[config.mk]
export PLATFORM = sky130hd
export DESIGN_NAME = pc_predict_ras
export DESIGN_NICKNAME = d
export VERILOG_FILES = /design/src/rtl/pc_predict_ras.sv
export SDC_FILE = /design/constraint.sdc
export NUM_CORES = 1
export LEC_CHECK = 0
export CAP_MARGIN = 15
export CORE_MARGIN = 4
export CORE_UTILIZATION = 25
export DETAILED_ROUTE_END_ITERATION = 8
export PLACE_DENSITY_LB_ADDON = 0.12
export RECOVER_POWER = 25
export SYNTH_ARGS = -nofsm -noshare
export SYNTH_HDL_FRONTEND = slang
export SYNTH_SLANG_ARGS = --single-unit
[constraint.sdc]
create_clock -name clk -period 15.1 [get_ports clk]
set_clock_uncertainty 0.05 [all_clocks]
set_input_delay 1.51 -clock clk [delete_from_list [all_inputs] [get_ports clk]]
set_output_delay 1.51 -clock clk [all_outputs]
set_load 0.1 [all_outputs]
[src/rtl/pc_predict_ras.sv]
// Fetch-stage PC register and next-PC predictor with a circular return-address stack.
// Predicts jXX taken and call -> valC. Predicts ret -> RAS top.
// Applies late redirects from M (jXX mispredict) and W (wrong ret target).
module pc_predict_ras #(
  parameter int unsigned      WIDTH     = 64,
  parameter int unsigned      RAS_DEPTH = 8,
  parameter logic [WIDTH-1:0] RESET_PC  = '0,
  parameter bit               USE_RAS   = 1'b1
) (
  input  logic                       clk,
  input  logic                       rst,
  input  logic                       f_valid,
  input  logic [3:0]                 f_icode,
  input  logic [WIDTH-1:0]           f_valC,
  input  logic [WIDTH-1:0]           f_valP,
  input  logic                       stall_f,
  input  logic                       m_mispredict,
  input  logic [WIDTH-1:0]           m_valA,
  input  logic                       w_ret_redirect,
  input  logic [WIDTH-1:0]           w_valM,
  output logic [WIDTH-1:0]           f_pc,
  output logic [WIDTH-1:0]           pred_pc,
  output logic [$clog2(RAS_DEPTH):0] ras_count,
  output logic                       ras_empty
);

  localparam int unsigned PTR_W = $clog2(RAS_DEPTH);

  localparam logic [3:0] ICODE_HALT = 4'h0;
  localparam logic [3:0] ICODE_JXX  = 4'h7;
  localparam logic [3:0] ICODE_CALL = 4'h8;
  localparam logic [3:0] ICODE_RET  = 4'h9;

  localparam logic [PTR_W:0] CNT_FULL = (PTR_W + 1)'(RAS_DEPTH);
  localparam logic [PTR_W-1:0] PTR_ONE = PTR_W'(1);

  logic [WIDTH-1:0] pc_q, pc_d;
  logic [PTR_W-1:0] ptr_q, ptr_d;  // next free slot; top of stack is ptr_q - 1
  logic [PTR_W:0]   cnt_q, cnt_d;
  logic [WIDTH-1:0] ras_mem [RAS_DEPTH];
  logic [WIDTH-1:0] ras_top;
  logic             ras_upd, ras_push, ras_pop;

  assign f_pc      = pc_q;
  assign ras_count = cnt_q;
  assign ras_empty = (cnt_q == '0);
  assign ras_top   = ras_mem[ptr_q - PTR_ONE];

  // Next-PC prediction from the fetched icode
  always_comb begin
    pred_pc = f_valP;
    if (f_valid) begin
      case (f_icode)
        ICODE_JXX,
        ICODE_CALL: pred_pc = f_valC;
        ICODE_HALT: pred_pc = pc_q;
        ICODE_RET:  pred_pc = (USE_RAS && !ras_empty) ? ras_top : f_valP;
        default:    pred_pc = f_valP;
      endcase
    end
  end

  // A squashed or stalled fetch must leave the RAS untouched
  always_comb begin
    ras_upd  = f_valid && !stall_f && !m_mispredict && !w_ret_redirect && !rst;
    ras_push = ras_upd && USE_RAS && (f_icode == ICODE_CALL);
    ras_pop  = ras_upd && USE_RAS && (f_icode == ICODE_RET) && !ras_empty;
  end

  // RAS pointer and occupancy; a push when full overwrites the oldest entry
  always_comb begin
    ptr_d = ptr_q;
    cnt_d = cnt_q;
    if (ras_push) begin
      ptr_d = ptr_q + PTR_ONE;
      if (cnt_q != CNT_FULL) cnt_d = cnt_q + 1'b1;
    end else if (ras_pop) begin
      ptr_d = ptr_q - PTR_ONE;
      cnt_d = cnt_q - 1'b1;
    end
  end

  // Next PC: M redirect beats W redirect, then stall, then prediction
  always_comb begin
    pc_d = pred_pc;
    if (m_mispredict)        pc_d = m_valA;
    else if (w_ret_redirect) pc_d = w_valM;
    else if (stall_f)        pc_d = pc_q;
  end

  // PC and RAS control state with synchronous reset
  always_ff @(posedge clk) begin
    if (rst) begin
      pc_q  <= RESET_PC;
      ptr_q <= '0;
      cnt_q <= '0;
    end else begin
      pc_q  <= pc_d;
      ptr_q <= ptr_d;
      cnt_q <= cnt_d;
    end
  end

  // RAS storage; contents need no reset since occupancy gates every read
  always_ff @(posedge clk) begin
    if (ras_push) ras_mem[ptr_q] <= f_valP;
  end

endmodule

# Word level (Yosys, flattened, before mapping)
# Memories as Yosys holds them, arrays and structs flattened.
# Cells that the tools add are included.
[word_totals] output_inout_bits=133 inputBits=266 ram_bits=512 n_memories=1 reg_bits=71
[op_classes] reduce_logical=17 muxes=13 n_eq_ne=6 n_addsub=4
[memory_table] memory="ras_mem" depth=8 width=64 read_ports=1 rd_ports_with_merged_regs=0 wr=1 line_no="40" text="logic [WIDTH-1:0] ras_mem [RAS_DEPTH];"
[op_table] cell="2-to-1 mux 64 bit" count=5
[op_table] cell="one-hot mux 64 bit (3 select lines)" count=1
[op_table] cell="2-to-1 mux 4 bit" count=3
[op_table] cell="== test 4 bit (second input constant)" count=2
[op_table] cell="zero test 4 bit" count=2
[op_table] cell="logical AND 1 bit" count=7
[op_table] cell="2-to-1 mux 3 bit" count=2
[op_table] cell="zero test 1 bit" count=5
[op_table] cell="adder 4 x 1 -> 4 bit (second input constant)" count=1
[op_table] cell="== test 4 x 3 -> 1 bit (second input constant)" count=1
[op_table] cell="inequality test 4 bit (second input constant)" count=1
[op_table] cell="subtractor 4 x 1 -> 4 bit (second input constant)" count=1
[op_table] cell="adder 3 x 1 -> 3 bit (second input constant)" count=1
[op_table] cell="inequality test 3 x 1 -> 1 bit (second input constant)" count=1
[op_table] cell="subtractor 3 x 1 -> 3 bit (second input constant)" count=1
[op_table] cell="2-to-1 mux 1 bit" count=2
[op_table] cell="inequality test 2 x 1 -> 1 bit (second input constant)" count=1
[op_table] cell="AND reduction 2 bit" count=1
[op_table] cell="nonzero test 2 bit" count=1
[op_table] cell="OR reduction 2 bit" count=1

# Logic depth before layout (Yosys ltp)
# Gate-level depths: netlist of the first run.
[logic_depth] word_depth=9 ltp_mapped=12

# Worst setup path before layout of the first run
# No wires, ideal clock.
[synth_timing] path_type="in2reg" startpoint="input rst" endpoint="memory ras_mem[0][0], enable pin" setup_slack_ps=5751 stages=6 t_required_ps=14406 setup_time_ps=644 arrival_ps=8655 cell_sequence="buf_2 -> nor4_4 -> nand2_2 -> nor2_1 -> inv_2 -> nor4_1"
[synth_between] elab_chain_cells=5
[synth_rtl] element="start: declaration" line_no="11" text="input logic rst,"
[synth_rtl] element="zero test 1 bit" line_no="65" text="ras_upd = f_valid && !stall_f && !m_mispredict && !w_ret_redirect && !rst;"
[synth_rtl] element="logical AND 1 bit" line_no="65"
[synth_rtl] element="logical AND 1 bit" line_no="66" text="ras_push = ras_upd && USE_RAS && (f_icode == ICODE_CALL);"
[synth_rtl] element="2-to-1 mux 1 bit" line_no="106" text="if (ras_push) ras_mem[ptr_q] <= f_valP;"
[synth_rtl] element="2-to-1 mux 1 bit (not written as such)" line_no="106"
[synth_rtl] element="end: declaration" line_no="40"
# No other way between the ends.

# Worst setup path in the final report of the first run
[layout_timing] startpoint="input f_icode[3]" endpoint="output pred_pc[3]"
[layout_between] elab_chain_cells=4 word_cells_on_any_way=7
[layout_rtl] element="start: declaration" line_no="13" text="input logic [3:0] f_icode,"
[layout_rtl] element="== test 4 bit or == test 4 x 3 -> 1 bit (tied branches)" line_no="53" text="case (f_icode)"
[layout_rtl] element="OR reduction 2 bit" line_no="53"
[layout_rtl] element="one-hot mux 64 bit (3 select lines) *" line_no="53"
[layout_rtl] element="2-to-1 mux 64 bit *" line_no="52" text="if (f_valid) begin"
[layout_rtl] element="end: declaration" line_no="22" text="output logic [WIDTH-1:0] pred_pc,"
# Mark *: on every way between the ends. The rest lies on a longest branch, timed or not.

==> reports/summary.txt, run 1 <==
result of the run: completed
die outline width: 333 um
Syn Inst Count: 1753
biggest area consumer among synthesized cells: edfxtp_1
post-CTS setup-driven buffer insertion count: 0
top area cells in the synthesized netlist: edfxtp_1 (58%), mux4_2 (11%), dfxtp_1 (5.4%), a21oi_1 (2.6%), mux2i_1 (2.2%)
largest net degree at the start of global routing: 68
worst-skew pair later-pin latency: 0.61 ns
RSZ-0062 raised after global routing: false
Final Setup Violations: 0
fraction of synthesized cell area taken by the top area cell type: 58.1%
wire length after detailed routing: 97300 um
Layout area overhead: 29.9%
length in cells of the worst reg-to-reg path: 5
number of maximum-capacitance violations: 0
post-route design area: 0.0344 mm2
Final Max Tran Viols: 0
GRT Residual Overflow: 0
CP delay by family, top: buffers and inverters
fraction of the cycle the final worst path needs: 53.9%
data arrival time at the worst-slack endpoint: 6.58 ns
library cell with the highest instance count after synthesis: edfxtp_1
maximum vdd drop: 0.0752 mV
number of remaining DRC errors: 0
Max clock buf depth: 3
Power per Cell Area: 118 mW/mm2
vias in the first global route: 19000
Total Die Area: 0.111 mm2
CTS root buffer: clkbuf_16
data required time at the worst endpoint: 13.54 ns
cell count after placement: 3431
internal reg-to-reg setup slack: 9.90 ns
final hold violations: 0
maximum frequency from static timing analysis: 0.123 GHz
delay of the slowest critical-path stage: 1.18 ns
Post-layout nets: 2384
top cells by instance count after synthesis: edfxtp_1 (512), a21oi_1 (136), mux4_2 (128), clkbuf_1 (109), nand2_1 (95)
startpoint of the lowest-slack hold path: ras_count[3]
most used cell along the critical path: buf_4
core area: 0.105 mm2
class of the tightest hold or removal check: flop to flop
transition time at the pin with the least slew margin: 1.17 ns
number of flops mapped to enable cells by yosys: 512
total clock buffers created by CTS: 71
number of storage elements in the synthesis netlist: 583
post-synthesis sequential area ratio: 63.4%
number of port buffers: 398
CTS Hold Buffers Added: 0
row count: 119
clock-pin slew on the worst setup and hold paths: 0.06 ns
setup TNS: 0 ns
TritonCTS clock tree: built
Die Ht: 333 um
leakage power: 11.0 nW
Clock Sinks: 583
highest net fanout along the worst path: 48
cell area after placement: 0.0320 mm2
endpoint with the worst hold slack: ras_count[3]
Yosys warning count: 0
fin crit period: 8.14 ns
number of cells on the worst hold path: 2
Post-DRT Antenna Nets: 0
Starting Density: 25.1%
vias per cell: 5.10
cell type of the slowest stage on the worst timing path: clkdlybuf4s50_1
category of the critical setup timing path: input port to primary output
nature of the critical path startpoint: input port
Final Non-Filler Cells: 3569
wire length per cell: 27.3 um
router iterations before antenna repair: 5
capturing element type of the critical path: primary output
Post-synth top flop: edfxtp_1
post-cts resize count: 0
reg2reg end: ras_mem[3][53]
DR vias: 18200
iteration-0 DRC count of the detailed router: 1618
Critical R2R Launch: ptr_q[0]
final weighted congestion in routability-driven placement: 0.775
remaining max-slew budget at the tightest pin: 21.8%
stages on the worst setup path: 9
Buffers & Inverters on Critical Path: 4
post-synthesis area per instance: 15.1 um2
number of unique standard cell types used by synthesis: 50
Cell Area, Synth: 0.0265 mm2
nets in the synthesized netlist: 2024
async set-or-reset flop fraction in the synthesized netlist: 0%
CP Cell Sequence: buf_4, buf_4, nor4b_1, or2_2, buf_4, a21o_1, a22oi_1, nand2_1, clkdlybuf4s50_1
Max H-tree Level: 3
Post-DP HPWL: 58600 um
number of antenna violations at the first check in global routing: 19
I/O pin count: 399
total routing resource utilization after global routing: 16.9%
first-pass GRT wire length: 138000 um
share of post-route cells with drive strength above 1: 15.8%
## state kept, by name, summed over array words and instances (netlist names)
register   flops
f_pc          64
ptr_q          3
ras_count      4
ras_mem      512
## cells in the final DEF (no fill, tap or decap), types with 13 or more instances in the layout
master           instances
dfxtp_1                 70
o21bai_1                36
a211o_1                 36
o21ai_0                 30
a31oi_1                 36
mux2i_1                 58
mux2_2                  36
a22oi_1                 72
o2bb2ai_1               28
o211ai_1                37
clkinv_1                13
mux4_2                 128
clkbuf_16               71
a21o_1                  74
buf_4                   50
nor4_1                  28
clkdlybuf4s50_1        349
nand3b_1                64
dlygate4sd3_1           41
edfxtp_1               512
clkbuf_1                14
a221o_1                 27
a21oi_1                135
o22ai_1                 36
nand2_1                 95
## power breakdown
part	switching, mW	total [mW]	leakage (nW)	internal, mW
Combinational	0.381	0.542	4.69	0.162
Clock	0.711	1.72	1.14	1.01
Sequential	0.0146	1.78	5.19	1.77
## cell families after synthesis
kind of cell / synth area share (%)
flip-flops: 63.4
AO/OA/AOI/OAI: 14.4
multiplexers: 14.6
AND/OR/NAND/NOR: 4.63
buffers and inverters: 2.44
XOR/XNOR: 0.227
adder cells (fa/ha/maj): 0.265
## worst max-delay path by stage
| stage | startpoint | end | slack, ns |
|---|---|---|---|
| 6_report | f_icode[3] | pred_pc[3] | 6.96 |
| 5_1_grt | f_icode[3] | pred_pc[3] | 6.85 |
| 4_1_cts | f_icode[3] | pred_pc[3] | 7.07 |
| 3_5_place_dp | f_icode[3] | pred_pc[3] | 7.08 |
| 3_3_place_gp | f_icode[3] | pred_pc[3] | 7.06 |
| 2_1_floorplan | rst | ras_mem[0][0] | 5.75 |
## per-stage QoR
step                hold slack [ns]  power [mW]  worst slack, ns  utilization, %
CTS                           0.510        4.10             7.07            32.6
global placement              0.495        2.36             7.06            30.4
floorplan                     0.483        2.14             5.75               -
detailed placement            0.500        2.36             7.08            30.4
global route                  0.594        4.19             6.85            32.6
finish                        0.513        4.04             6.96            32.7
## layout make-up
cell class                      count  area [um2]
Fill cell                       10200       70900
Sequential cell                   583       16800
Multi-Input combinational cell   1008        9160
Timing Repair Buffer              442        4290
Clock buffer                       86        1840
Tap cell                         1391        1740
Clock inverter                     44         500
Inverter                            7        26.3
Antenna cell                        8        20.0
## worst min-delay path: cells and delay by family (launching register included)
family         cells  cell delay, ns
AO/OA/AOI/OAI      2            0.15
flip-flops         1            0.36
## routing by layer
| layer | track usage, % | vias to the layer above | wire, um |
|---|---|---|---|
| met4 | 5.69 | 8 | 2650 |
| met2 | 27.1 | 626 | 46200 |
| li1 | - | 7948 | - |
| met1 | 22.8 | 9478 | 43100 |
| met5 | 0 | - | 54 |
| met3 | 3.35 | 146 | 5360 |
(Power assumes the default switching activity.)
==> run 2: changes to the inputs <==
==> constraint.sdc (replaced) <==
create_clock -name clk -period 7.1 [get_ports clk]
set_clock_uncertainty 0.05 [all_clocks]
set_input_delay 0.71 -clock clk [delete_from_list [all_inputs] [get_ports clk]]
set_output_delay 0.71 -clock clk [all_outputs]
set_load 0.1 [all_outputs]
==> reports/summary.txt, run 2 (synthesized netlist as in run 1, its figures left out) <==
result of the run: completed
cell type of the slowest stage on the worst timing path: buf_4
commonest cells after routing, fill and taps aside: edfxtp_1 (512), clkdlybuf4s50_1 (288), a21oi_1 (135), mux4_2 (128), buf_4 (111)
internal reg-to-reg setup slack: 3.32 ns
vias per cell: 5.10
DR vias: 18200
startpoint of the lowest-slack hold path: ras_count[3]
Total Die Area: 0.111 mm2
endpoint with the worst hold slack: ras_count[3]
Post-DP HPWL: 59500 um
Die Ht: 333 um
total design power: 8.60 mW
most used cell along the critical path: buf_4
Max clock buf depth: 3
cell count after placement: 3431
vias in the first global route: 19200
nature of the critical path startpoint: flop
Critical R2R Launch: ptr_q[0]
total net switching power: 2.32 mW
highest net fanout along the worst path: 38
remaining max-slew budget at the tightest pin: 24.0%
Post-DRT Antenna Nets: 0
Max H-tree Level: 3
wire length after detailed routing: 97900 um
number of cells on the worst hold path: 2
setup TNS: 0 ns
Cell Int Power: 6.28 mW
capturing element type of the critical path: primary output
number of antenna violations at the first check in global routing: 14
most common library cell in the layout ignoring fill and taps: edfxtp_1
fin crit period: 5.15 ns
transition time at the pin with the least slew margin: 1.14 ns
post-cts resize count: 0
number of port buffers: 398
maximum vdd drop: 0.159 mV
Starting Density: 25.1%
final weighted congestion in routability-driven placement: 0.764
first-pass GRT wire length: 139000 um
length in cells of the worst reg-to-reg path: 7
pre-CTS setup slack: 2.02 ns
data arrival time at the worst-slack endpoint: 4.39 ns
smallest setup slack after layout: 1.95 ns
CTS root buffer: clkbuf_16
final hold violations: 0
flip-flop count of the largest register, all copies and words added: 512
CTS Hold Buffers Added: 0
WHS: 0.504 ns
TritonCTS clock tree: built
delay of the slowest critical-path stage: 0.76 ns
Clock Sinks: 583
Final Max Tran Viols: 0
Layout area overhead: 29.4%
worst-skew pair later-pin latency: 0.62 ns
leakage power: 11.1 nW
Power per Cell Area: 251 mW/mm2
sequential cell fraction of total power: 44.0%
RSZ-0062 raised after global routing: false
clock-pin slew on the worst setup and hold paths: 0.06 ns
share of post-route cells with drive strength above 1: 18.6%
portion of total power attributed to the clock network: 42.7%
Post-layout nets: 2386
fillcell total: 10300
router iterations before antenna repair: 6
number of remaining DRC errors: 0
start point of the critical path: ptr_q[0]
Final Setup Violations: 0
post-CTS setup-driven buffer insertion count: 0
class of the tightest hold or removal check: flop to flop
core area: 0.105 mm2
I/O pin count: 399
Buffers & Inverters on Critical Path: 3
row count: 119
largest net degree at the start of global routing: 69
Final Non-Filler Cells: 3571
maximum frequency from static timing analysis: 0.194 GHz
die outline width: 333 um
register name with the most flops: ras_mem
GRT Residual Overflow: 0
fraction of the cycle the final worst path needs: 72.6%
combinational share of power: 13.3%
wire length per cell: 27.4 um
category of the critical setup timing path: flop to primary output
number of maximum-capacitance violations: 0
total clock buffers created by CTS: 73
CP delay by family, top: buffers and inverters
proportion of total power due to net switching: 26.9%
reg2reg end: f_pc[47]
CP Cell Sequence: buf_4, buf_4, mux4_2, mux2i_1, nor4_1, a221o_1, buf_4
iteration-0 DRC count of the detailed router: 1376
total routing resource utilization after global routing: 17.0%
data required time at the worst endpoint: 6.34 ns
## run 2: cell types whose count changed in the layout (fill, tap and decap cells not counted), sizes merged
cell and change:
inv -2, clkbuf +13, buf +61, bufinv -2, clkinv -8, clkdlybuf4s50 -61
clkinvlp +2, diode -1
## run 2: cell type report
type,instances,area [um2],area share [%]
clock inverter,34,338,0.986
timing repair buffer,442,4140,12.1
multi-input combinational,1008,9160,26.8
clock buffer,99,2030,5.92
inverter,7,26.3,0.0767
tap,1391,1740,5.08
sequential,583,16800,49.1
antenna,7,17.5,0.0511
## run 2: metrics by stage
step	area, um2	utilization [%]
final	34200	32.5
after global routing	34200	32.5
after CTS	34200	32.5
after detailed placement	31900	30.3
after global placement	31900	30.3
after floorplan	26500	-
## run 2: per-layer routing
metal / up-vias / global-route usage, % / share of wire, %
li1: 7953 / - / -
met4: 8 / 4.47 / 2.2
met3: 132 / 2.76 / 3.9
met2: 476 / 28.2 / 48
met1: 9628 / 23.1 / 45
met5: - / 0 / 0.059
## run 2: power by group through the flow
stage               Sequential (mW)  Combinational (mW)  Clock, mW
global placement               3.86                1.14          0
global route                   3.79                1.19       3.92
finish                         3.79                1.14       3.67
detailed placement             3.86                1.15          0
floorplan                      4.08               0.477          0
CTS                            3.79                1.15       3.79
## run 2: how the worst max path moves through the flow
stage                             end  slack, ns  depth (start not counted)
after floorplan           pred_pc[61]       0.27                          3
after global placement    pred_pc[18]       2.09                          9
after detailed placement  pred_pc[18]       2.02                          9
after CTS                 pred_pc[47]       1.68                          7
after global routing      pred_pc[38]       1.57                          7
final                     pred_pc[38]       1.95                          7
## run 2: worst register-to-register path: cells and delay by family (launching register included)
kind / cells / cell delay [ns]
AND/OR/NAND/NOR: 1 / 0.11
AO/OA/AOI/OAI: 2 / 0.50
buffers and inverters: 2 / 1.51
flip-flops: 1 / 0.65
multiplexers: 2 / 0.81
